--- config.mk ---
export PLATFORM = sky130hd
export DESIGN_NAME = alu_share_arbiter
export DESIGN_NICKNAME = d
export VERILOG_FILES = /design/src/rtl/alu_share_arbiter.sv
export SDC_FILE = /design/constraint.sdc
export NUM_CORES = 1
export LEC_CHECK = 0
export BUFFER_PORTS_ARGS = -buffer_cell sky130_fd_sc_hd__clkbuf_2
export CORE_MARGIN = 10
export CORE_UTILIZATION = 46
export DETAILED_ROUTE_END_ITERATION = 8
export GPL_TIMING_DRIVEN = 0
export PLACE_DENSITY = 0.85
export SYNTH_ARGS = -nofsm -noshare
export SYNTH_HDL_FRONTEND = slang
export SYNTH_SLANG_ARGS = --single-unit
--- constraint.sdc ---
create_clock -name clk -period 5.95 [get_ports clk]
set_input_delay 0.595 -clock clk [delete_from_list [all_inputs] [get_ports clk]]
set_output_delay 0.595 -clock clk [all_outputs]
set_load 0.005 [all_outputs]
--- src/rtl/alu_share_arbiter.sv ---
// Round-robin arbiter sharing one external combinational ALU between two
// requesters. A granted request's operands are held on the ALU inputs for
// SETTLE_CYCLES cycles. The result and flags are then captured into a
// response register and returned over a valid/ready handshake.
//
// state | meaning
// IDLE  | no operation in flight, arbitrating between requesters
// WAIT  | ALU inputs held, settle counter running down to capture
// RESP  | response registered, waiting for rsp_ready
module alu_share_arbiter #(
   parameter int WIDTH         = 32,
   parameter int SETTLE_CYCLES = 4
) (
   input  logic             clk,
   input  logic             reset,
   input  logic             req0_valid,
   output logic             req0_ready,
   input  logic [WIDTH-1:0] req0_a,
   input  logic [WIDTH-1:0] req0_b,
   input  logic [2:0]       req0_op,
   input  logic             req1_valid,
   output logic             req1_ready,
   input  logic [WIDTH-1:0] req1_a,
   input  logic [WIDTH-1:0] req1_b,
   input  logic [2:0]       req1_op,
   output logic [WIDTH-1:0] alu_a,
   output logic [WIDTH-1:0] alu_b,
   output logic [2:0]       alu_sel,
   input  logic [WIDTH-1:0] alu_out,
   input  logic             alu_carry,
   input  logic             alu_overflow,
   input  logic             alu_zero,
   output logic             rsp_valid,
   input  logic             rsp_ready,
   output logic             rsp_id,
   output logic [WIDTH-1:0] rsp_result,
   output logic             rsp_carry,
   output logic             rsp_overflow,
   output logic             rsp_zero,
   output logic             busy
);

   localparam int CW = (SETTLE_CYCLES > 1) ? $clog2(SETTLE_CYCLES) : 1;
   localparam logic [CW-1:0] CNT_LOAD = CW'(SETTLE_CYCLES - 1);

   typedef enum logic [1:0] {
      IDLE = 2'd0,
      WAIT = 2'd1,
      RESP = 2'd2
   } state_t;

   state_t        state;
   state_t        state_nxt;
   logic          rr;
   logic          id;
   logic [CW-1:0] cnt;
   logic          grant_any;
   logic          grant_id;
   logic          accept;
   logic          capture;
   logic          handoff;

   // State register
   always_ff @(posedge clk or posedge reset) begin
      if (reset) state <= IDLE;
      else       state <= state_nxt;
   end

   // Arbitration, handshake strobes and next state
   always_comb begin
      state_nxt  = state;
      grant_any  = 1'b0;
      grant_id   = 1'b0;
      accept     = 1'b0;
      capture    = 1'b0;
      handoff    = 1'b0;
      req0_ready = 1'b0;
      req1_ready = 1'b0;
      case (state)
         IDLE: begin
            if (req0_valid && req1_valid) begin
               grant_any = 1'b1;
               grant_id  = rr;
            end else if (req0_valid) begin
               grant_any = 1'b1;
               grant_id  = 1'b0;
            end else if (req1_valid) begin
               grant_any = 1'b1;
               grant_id  = 1'b1;
            end
            // Readys stay low while reset is held even though state reads IDLE.
            req0_ready = grant_any && !grant_id && !reset;
            req1_ready = grant_any && grant_id && !reset;
            accept     = grant_any;
            if (accept) state_nxt = WAIT;
         end
         WAIT: begin
            if (cnt == '0) begin
               capture   = 1'b1;
               state_nxt = RESP;
            end
         end
         RESP: begin
            if (rsp_ready) begin
               handoff   = 1'b1;
               state_nxt = IDLE;
            end
         end
         default: state_nxt = IDLE;
      endcase
   end

   // Operand latch, settle counter, round-robin pointer and response register
   always_ff @(posedge clk or posedge reset) begin
      if (reset) begin
         rr           <= 1'b0;
         id           <= 1'b0;
         cnt          <= '0;
         alu_a        <= '0;
         alu_b        <= '0;
         alu_sel      <= '0;
         rsp_valid    <= 1'b0;
         rsp_id       <= 1'b0;
         rsp_result   <= '0;
         rsp_carry    <= 1'b0;
         rsp_overflow <= 1'b0;
         rsp_zero     <= 1'b0;
      end else begin
         if (accept) begin
            alu_a   <= grant_id ? req1_a  : req0_a;
            alu_b   <= grant_id ? req1_b  : req0_b;
            alu_sel <= grant_id ? req1_op : req0_op;
            id      <= grant_id;
            rr      <= ~grant_id;
            cnt     <= CNT_LOAD;
         end else if (state == WAIT && cnt != '0) begin
            cnt <= cnt - 1'b1;
         end
         if (capture) begin
            rsp_valid    <= 1'b1;
            rsp_id       <= id;
            rsp_result   <= alu_out;
            rsp_carry    <= alu_carry;
            rsp_overflow <= alu_overflow;
            rsp_zero     <= alu_zero;
         end else if (handoff) begin
            rsp_valid <= 1'b0;
         end
      end
   end

   assign busy = (state != IDLE);

endmodule

Word level (Yosys, flattened, before mapping)
Cells that the tools add are included.

storage, ports and cells
  flip-flop bits (word level) = 110
  bits in latches = 0
  memory bits (writable) = 0
  ROM bits = 0
  input bits = 174
  memories kept = 0

operators by class
  add/sub/neg operators = 1
  multiply operators = 0
  divide/modulo/power cells = 0
  order comparisons = 0
  equality and inequality tests = 5
  shifts and indexed selects = 0
  multiplexer cells = 26
  bitwise logic cells = 1
  reductions and logical operators = 15

operator list
  operator               count
  $mux W32               2
  $mux W1                17
  $mux W2                5
  $reduce_bool A2 Y1     4
  $logic_and A1 B1 Y1    6
  $ne A2 B2 Y1 const B   3
  $pmux W2 S3            1
  $logic_not A2 Y1       2
  $mux W3                1
  $reduce_and A3 Y1      1
  $eq A2 B1 Y1 const B   1
  $eq A2 B2 Y1 const B   1
  $logic_not A1 Y1       2
  $sub A2 B1 Y2 const B  1
  $not A1 Y1             1

Longest topological paths before layout
Gate-level depths: netlist of the first run.

  depth in word-level cells = 8
  gate-level depth with buffers = 7
  depth with buffers taken out = 5

Least setup slack after synthesis of the first run
OpenSTA, ideal clock, no wires.

  path kind = input port to output port
  from = input reset
  to = output req1_ready
  data arrival time = 3.233 ns
  required time = 5.355 ns
  path slack = 2.122 ns
  stages on the path = 2
  path buffers = 0
  path through = inv_1 -> and2_1

between the ends
  word-level cells in the longest chain between the ends = 3

ends and longest elaborated chain
  item                               RTL line  source
  start: declaration                 15        input logic reset,
  $logic_not A1 Y1 (no source line)  --
  $logic_and A1 B1 Y1                93        req1_ready = grant_any && grant_id && !reset;
  $mux W1                            79        case (state)
  end: declaration                   22        output logic req1_ready,

No other way between the ends.

Worst setup path after layout of the first run
  from = register state[0]
  to = output req1_ready

between the ends
  word-level cells in the longest chain between the ends = 2

ends and longest elaborated chain
  item                      RTL line  source
  start: declaration        52        state_t state;
  start signal: assignment  66        else state <= state_nxt;
  $logic_not A2 Y1          79
  $mux W1                   79

No other way between the ends.

==> results.py, run 1 <==
metrics = {
    "outcome": {
        "status": "complete, no violations",
    },
    "synthesis": {
        "syn_inst": 343,
        "synth_cell_types": 26,
        "synth_most_common_cell": "dfrtp_1",
        "syn-num-nets": 518,
        "synth_seq_area_share": 0.603,
        "syn_area_um2": 4570,
        "synthTopCellsByArea": "dfrtp_1 (60%), a221o_1 (15%), and3_1 (9.2%)",
        "synth_top_cell_by_area": "dfrtp_1",
        "synth-edff-count": 0,
        "synth_common_cells": "dfrtp_1 (110), a221o_1 (67), and3_1 (67), mux2_2 (35), clkbuf_1 (21)",
        "synth_warnings": 0,
        "synth_ff_type": "dfrtp_1",
        "ys_async_sr_fraction": 1.00,
        "synth.avg_cell_area_um2": 13.3,
        "synth_top_area_share": 0.603,
        "ys_ff_latch": 110,
    },
    "worst_setup_path": {
        "critPathSlowestCell": "a211oi_2",
        "max_stage_delay_ns": 0.49,
        "crit_required_ns": 5.36,
        "cp-startpoint": "state[0]",
        "r2r_slack_ns": 3.97,
        "critical_path_depth": 7,
        "path_max_fanout": 10,
        "crit_type": "reg -> out",
        "end_kind": "primary output",
        "crit_family": "buffers and inverters",
        "crit_arrival_ns": 2.34,
        "crit_chain": "nor2_4, inv_2, a211oi_2, buf_4, buf_6, and2_1, clkbuf_2",
        "start_kind": "flip-flop",
        "critPathBufInv": 4,
        "reg2reg_from": "state[0]",
        "reg2regPathDepth": 4,
    },
    "routing": {
        "vias": 4182,
        "ant_nets": 0,
        "drt-vias-per-instance": 5.41,
        "wl_per_cell_um": 20.3,
        "initialDrtViolationCount": 276,
        "drc": 0,
        "wl_um": 15700,
        "drt_first_pass_iters": 4,
    },
    "clock_tree": {
        "cts_buffers": 9,
        "clock_tree.root_cell": "clkbuf_8",
        "tritoncts": "done",
        "cts.clk_slew.worst_paths_ns": 0.11,
        "htree_levels": 3,
        "clk_path_buf_depth": 2,
        "clock_sinks": 110,
        "insertion_delay_ns": 0.37,
        "postCtsSetupBuffers": 0,
        "hold_buffers": 0,
        "cts_resized": 0,
    },
    "floorplan": {
        "die_area_um2": 14300,
        "rows": 36,
        "die_height_um": 120,
        "core-area_um2": 9730,
        "start_util": 0.469,
        "fp.dieW_um": 120,
        "io_pins": 281,
    },
    "placed_design": {
        "numPortBuffers": 280,
        "dp_hpwl_um": 12700,
        "gp_congestion": 0.852,
        "postPlaceCellArea_um2": 6160,
    },
    "sta": {
        "post-route-period-util": 0.493,
        "rsz0062_at_grt": "false",
        "finClkSkew_ns": 0.00913,
        "fin_crit_ns": 2.94,
        "hold_violations": 0,
        "slew_headroom": 0.390,
        "fmax_ghz": 0.341,
        "report.final.slew_viol_count": 0,
        "finalSetupTns_ns": 0,
        "setup_violations": 0,
        "worst_slew_pin_slew_ns": 0.909,
    },
    "finish": {
        "nets": 810,
        "layout-drive-gt1-share": 0.545,
        "fillCellCount": 799,
        "syn_to_final_growth_pct": 39.0,
        "antenna_cells": 0,
        "design_area_um2": 6350,
        "fin_util": 0.652,
    },
    "global_route": {
        "grt_overflow_total": 0,
        "grt_antenna_before_repair": 0,
        "grt_pass1_vias": 4525,
        "grt_pass1_wl_um": 24500,
        "grt.total_usage": 0.211,
        "grt_max_degree": 62,
    },
    "power_and_ir_drop": {
        "p_comb_frac": 0.440,
        "peakVddDrop_mv": 0.229,
        "power_switching_mw": 1.13,
        "power.leakage_nw": 3.53,
        "p_per_area_nw_per_um2": 494,
        "p_int_mw": 2.00,
        "clockPowerShare": 0.134,
        "sequentialPowerShare": 0.426,
        "p_sw_frac": 0.361,
    },
    "worst_hold_path": {
        "hp-class": "in -> async",
    },
    "run": {
        "maxCapViolCount": 0,
    },
}
-- layout by cell type, fill, tap and decap left out, types with 4 or more instances in the layout --
master      netlist  routed
clkinvlp_4        0       4
clkbuf_1         21      21
inv_1             7       6
clkbuf_8          0       9
buf_2             9       9
clkbuf_2          0     280
nand2_1           6       6
dfrtp_1         110     110
mux2_2           35      35
and3_1           67      67
a221o_1          67      67
-- power groups by stage --
stage	combinational, mW	sequential (mW)	clock [mW]
floorplan	0.725	1.34	0
global placement	1.35	1.33	0
detailed placement	1.41	1.34	0
CTS	1.41	1.34	0.428
global route	1.53	1.38	0.461
finish	1.38	1.34	0.420
-- final cells by class --
cell class | count | area [um2] | area share
Tap cell | 133 | 166 | 0.0262
Sequential cell | 110 | 2750 | 0.434
Multi-Input combinational cell | 193 | 1640 | 0.258
Clock buffer | 9 | 124 | 0.0195
Buffer | 32 | 143 | 0.0225
Timing Repair Buffer | 281 | 1430 | 0.225
Clock inverter | 7 | 58.8 | 0.00927
Inverter | 8 | 32.5 | 0.00513
-- worst paths after layout --
kind | end
worst max-delay path | req1_ready
worst min-delay path | alu_sel[1]
worst max register to register | alu_sel[2]
worst min register to register | rsp_id
max in group asynchronous | alu_a[19]
min in group clk | state[1]
-- flip-flops by register name, indices dropped and copies added (netlist names) --
signal,cells
rsp_id,1
alu_sel,3
state,2
rr,1
alu_a,32
cnt,2
rsp_carry,1
rsp_result,32
rsp_overflow,1
alu_b,32
rsp_zero,1
rsp_valid,1
id,1
-- layer usage --
metal	track usage	vias to the layer above	wire length [um]
met5	0	-	0
met4	0.0709	0	346
met3	0.0933	25	1630
met2	0.370	220	7970
met1	0.222	2034	5720
li1	-	1903	-
-- stage by stage --
step	power, mW	std cells	worst slack, ns	hold slack, ns
floorplan	2.07	343	2.12	0.473
CTS	3.17	773	2.91	0.316
detailed placement	2.75	757	3.33	0.492
global route	3.37	773	2.83	0.347
finish	3.14	773	3.01	0.301
global placement	2.68	756	1.25	0.479
-- logic make-up (layout without fill, tap and decap cells) --
family | Yosys count | count (layout) | synth area share
AOI/OAI and AO/OA | 77 | 77 | 0.163
adders and majority gates | 1 | 1 | 0.00274
and+or+nand+nor | 79 | 79 | 0.106
buffers and inverters | 40 | 337 | 0.0378
muxes | 35 | 35 | 0.0863
xor gates and xnor gates | 1 | 1 | 0.00192
DFF | 110 | 110 | 0.603
(Power assumes the default switching activity.)
==> run 2: changes to the inputs <==
ABC_AREA = 1   (was unset)
CORE_UTILIZATION = 40   (was 46)
PLACE_DENSITY = 0.76   (was 0.85)
clock period = 2.45 ns   (was 5.95 ns; I/O delays follow)
==> run 2 against run 1 <==
Against the previous run: non-clock buffer count rose by 23; flip-flop and latch count did not move; cell area rose by 9.3%; worst setup slack got worse by 2.7 ns; via count rose by 27%; synthesized cell count rose by 69%; total power rose to 2.7 times the previous value; worst hold slack got worse by 0.28 ns; core utilization fell by 8.2 points; critical path depth fell by 2; global-route usage fell by 0.76 points; sequential share of layout area fell by 3.7 points; critical path type unchanged.
==> results.py, run 2 <==
metrics = {
    "clock_tree": {
        "htree_levels": 3,
        "tritoncts": "done",
        "clock_sinks": 110,
        "postCtsSetupBuffers": 0,
        "cts.clk_slew.worst_paths_ns": 0.07,
        "hold_buffers": 0,
        "clk_path_buf_depth": 2,
        "cts_resized": 0,
        "insertion_delay_ns": 0.34,
        "clock_tree.root_cell": "clkbuf_16",
        "cts_buffers": 9,
    },
    "sta": {
        "setup_violations": 0,
        "post-route-period-util": 0.888,
        "rsz0062_at_grt": "false",
        "report.final.slew_viol_count": 0,
        "slew_headroom": 0.534,
        "hold_violations": 0,
        "finClkSkew_ns": 0.00916,
        "worst_slew_pin_slew_ns": 0.697,
        "fmax_ghz": 0.459,
        "fin_crit_ns": 2.18,
        "finalSetupTns_ns": 0,
    },
    "finish": {
        "antenna_cells": 0,
        "layout_commonest_cell": "clkbuf_2",
        "seq_area_um2": 2750,
        "reg_top3": "alu_a: 32 flops, alu_b: 32 flops, rsp_result: 32 flops",
        "multiInputGateArea_um2": 1950,
        "syn_to_final_growth_pct": 38.3,
        "layout-drive-gt1-share": 0.378,
        "layout_common_cells": "clkbuf_2 (279), nand3_1 (173), nand2_1 (150)",
        "nets": 1046,
        "fillCellCount": 1211,
    },
    "routing": {
        "drt-vias-per-instance": 5.09,
        "vias": 5310,
        "initialDrtViolationCount": 385,
        "wl_um": 18600,
        "ant_nets": 0,
        "drt_first_pass_iters": 4,
        "wl_per_cell_um": 17.8,
        "drc": 0,
    },
    "synthesis": {
        "ys_ff_latch": 110,
        "syn_area_um2": 5010,
        "synth.avg_cell_area_um2": 8.66,
        "synth_seq_area_share": 0.549,
        "synth-edff-count": 0,
        "synthTopCellsByArea": "dfrtp_1 (55%), nand3_1 (17%), nand2_1 (11%)",
        "syn-num-nets": 754,
        "synth_warnings": 0,
        "synth_cell_types": 19,
        "synth_common_cells": "nand3_1 (173), nand2_1 (150), dfrtp_1 (110), nand4_1 (67)",
        "ys_async_sr_fraction": 1.00,
        "synth_ff_type": "dfrtp_1",
        "syn_inst": 579,
        "synth_most_common_cell": "nand3_1",
        "synth_top_cell_by_area": "dfrtp_1",
        "synth_top_area_share": 0.549,
    },
    "worst_setup_path": {
        "max_stage_delay_ns": 0.42,
        "critPathSlowestCell": "dfrtp_1",
        "r2r_end": "rsp_result[4]",
        "start_kind": "flip-flop",
        "critPathBufInv": 2,
        "crit_required_ns": 2.20,
        "crit_chain": "nor2_4, clkbuf_1, nand3_1, nor2_1, clkbuf_2",
        "reg2regPathDepth": 6,
        "end_kind": "primary output",
        "crit_family": "simple AND/OR/NAND/NOR gates",
        "path_max_fanout": 10,
        "r2r_slack_ns": 0.94,
        "reg2reg_from": "cnt[0]",
        "crit_type": "reg -> out",
        "crit_arrival_ns": 1.93,
    },
    "floorplan": {
        "fp.dieW_um": 132,
        "io_pins": 281,
        "rows": 40,
        "core-area_um2": 12200,
        "die_height_um": 132,
        "start_util": 0.412,
        "die_area_um2": 17400,
    },
    "global_route": {
        "use_met3": 0.0861,
        "grt.total_usage": 0.204,
        "grt.met1_usage": 0.232,
        "grt_overflow_total": 0,
        "grt-busiest-layer": "met2",
        "grt_pass1_wl_um": 29400,
        "grt_pass1_vias": 5571,
        "grt_max_degree": 43,
        "use_met2": 0.341,
        "grt_antenna_before_repair": 0,
    },
    "worst_hold_path": {
        "hp-class": "in -> async",
    },
    "placed_design": {
        "numPortBuffers": 279,
        "dp_hpwl_um": 14700,
        "gp_congestion": 0.858,
    },
    "run": {
        "maxCapViolCount": 0,
    },
    "power_and_ir_drop": {
        "finalPower_mw": 8.56,
        "peakVddDrop_mv": 0.502,
        "power.leakage_nw": 3.79,
        "p_per_area_nw_per_um2": 1230,
    },
    "outcome": {
        "status": "complete, no violations",
    },
}
-- run 2: cell types whose count changed in the layout (fill, tap and decap cells not counted), moves of 6 or more --
cell / delta
nand3_1: +173
nand2_1: +144
a221o_1: -67
nand4_1: +67
and3_1: -66
mux2_2: -35
buf_2: +12
clkbuf_16: +9
clkbuf_8: -8
buf_4: +6
-- run 2: logic make-up (layout without fill, tap and decap cells) --
logic type      after synthesis  after routing  share of synthesized area
flops                       110            110                      0.549
buf+inv                      65            362                     0.0621
fa+ha+maj                     1              1                    0.00249
compound gates                4              4                    0.00674
simple gates                399            399                      0.380
-- run 2: routing by layer --
metal | share of wire | routed length (um) | up-vias
li1 | - | - | 2593
met1 | 0.40 | 7460 | 2465
met2 | 0.48 | 8880 | 233
met3 | 0.10 | 1940 | 19
met4 | 0.016 | 291 | 0
met5 | 0 | 0 | -
-- run 2: where the power goes --
group / switching, mW / internal (mW)
combinational: 2.37 / 1.59
clock: 0.640 / 0.715
sequential: 0.511 / 2.73
-- run 2: metrics by stage --
stage                     area (um2)  hold WS, ns  utilization  setup WS (ns)  instances
after CTS                       6930       0.0384        0.570          0.256       1044
after detailed placement        6670        0.404        0.548          0.628       1028
after global routing            6930       0.0660        0.570          0.130       1044
final                           6930       0.0205        0.570          0.273       1044
after global placement          6630        0.454        0.545         0.0745       1026
after floorplan                 5020        0.340            -          0.876        579
-- run 2: worst max path at each step --
stage                  start    endpoint  slack, ns  cells past startpoint
finish              state[0]  req1_ready       0.27                      5
floorplan              reset    alu_a[0]       0.88                      1
global route        state[0]  req1_ready       0.13                      5
CTS                 state[0]  req1_ready       0.26                      5
global placement       reset   alu_a[19]       0.07                      2
detailed placement  state[0]  req1_ready       0.63                      5
-- run 2: layout make-up --
| cell class | instances | share of cell area |
|---|---|---|
| Sequential cell | 110 | 0.397 |
| Inverter | 10 | 0.00595 |
| Buffer | 55 | 0.0395 |
| Timing Repair Buffer | 281 | 0.207 |
| Tap cell | 168 | 0.0303 |
| Multi-Input combinational cell | 404 | 0.281 |
| Clock inverter | 4 | 0.00325 |
| Clock buffer | 12 | 0.0355 |
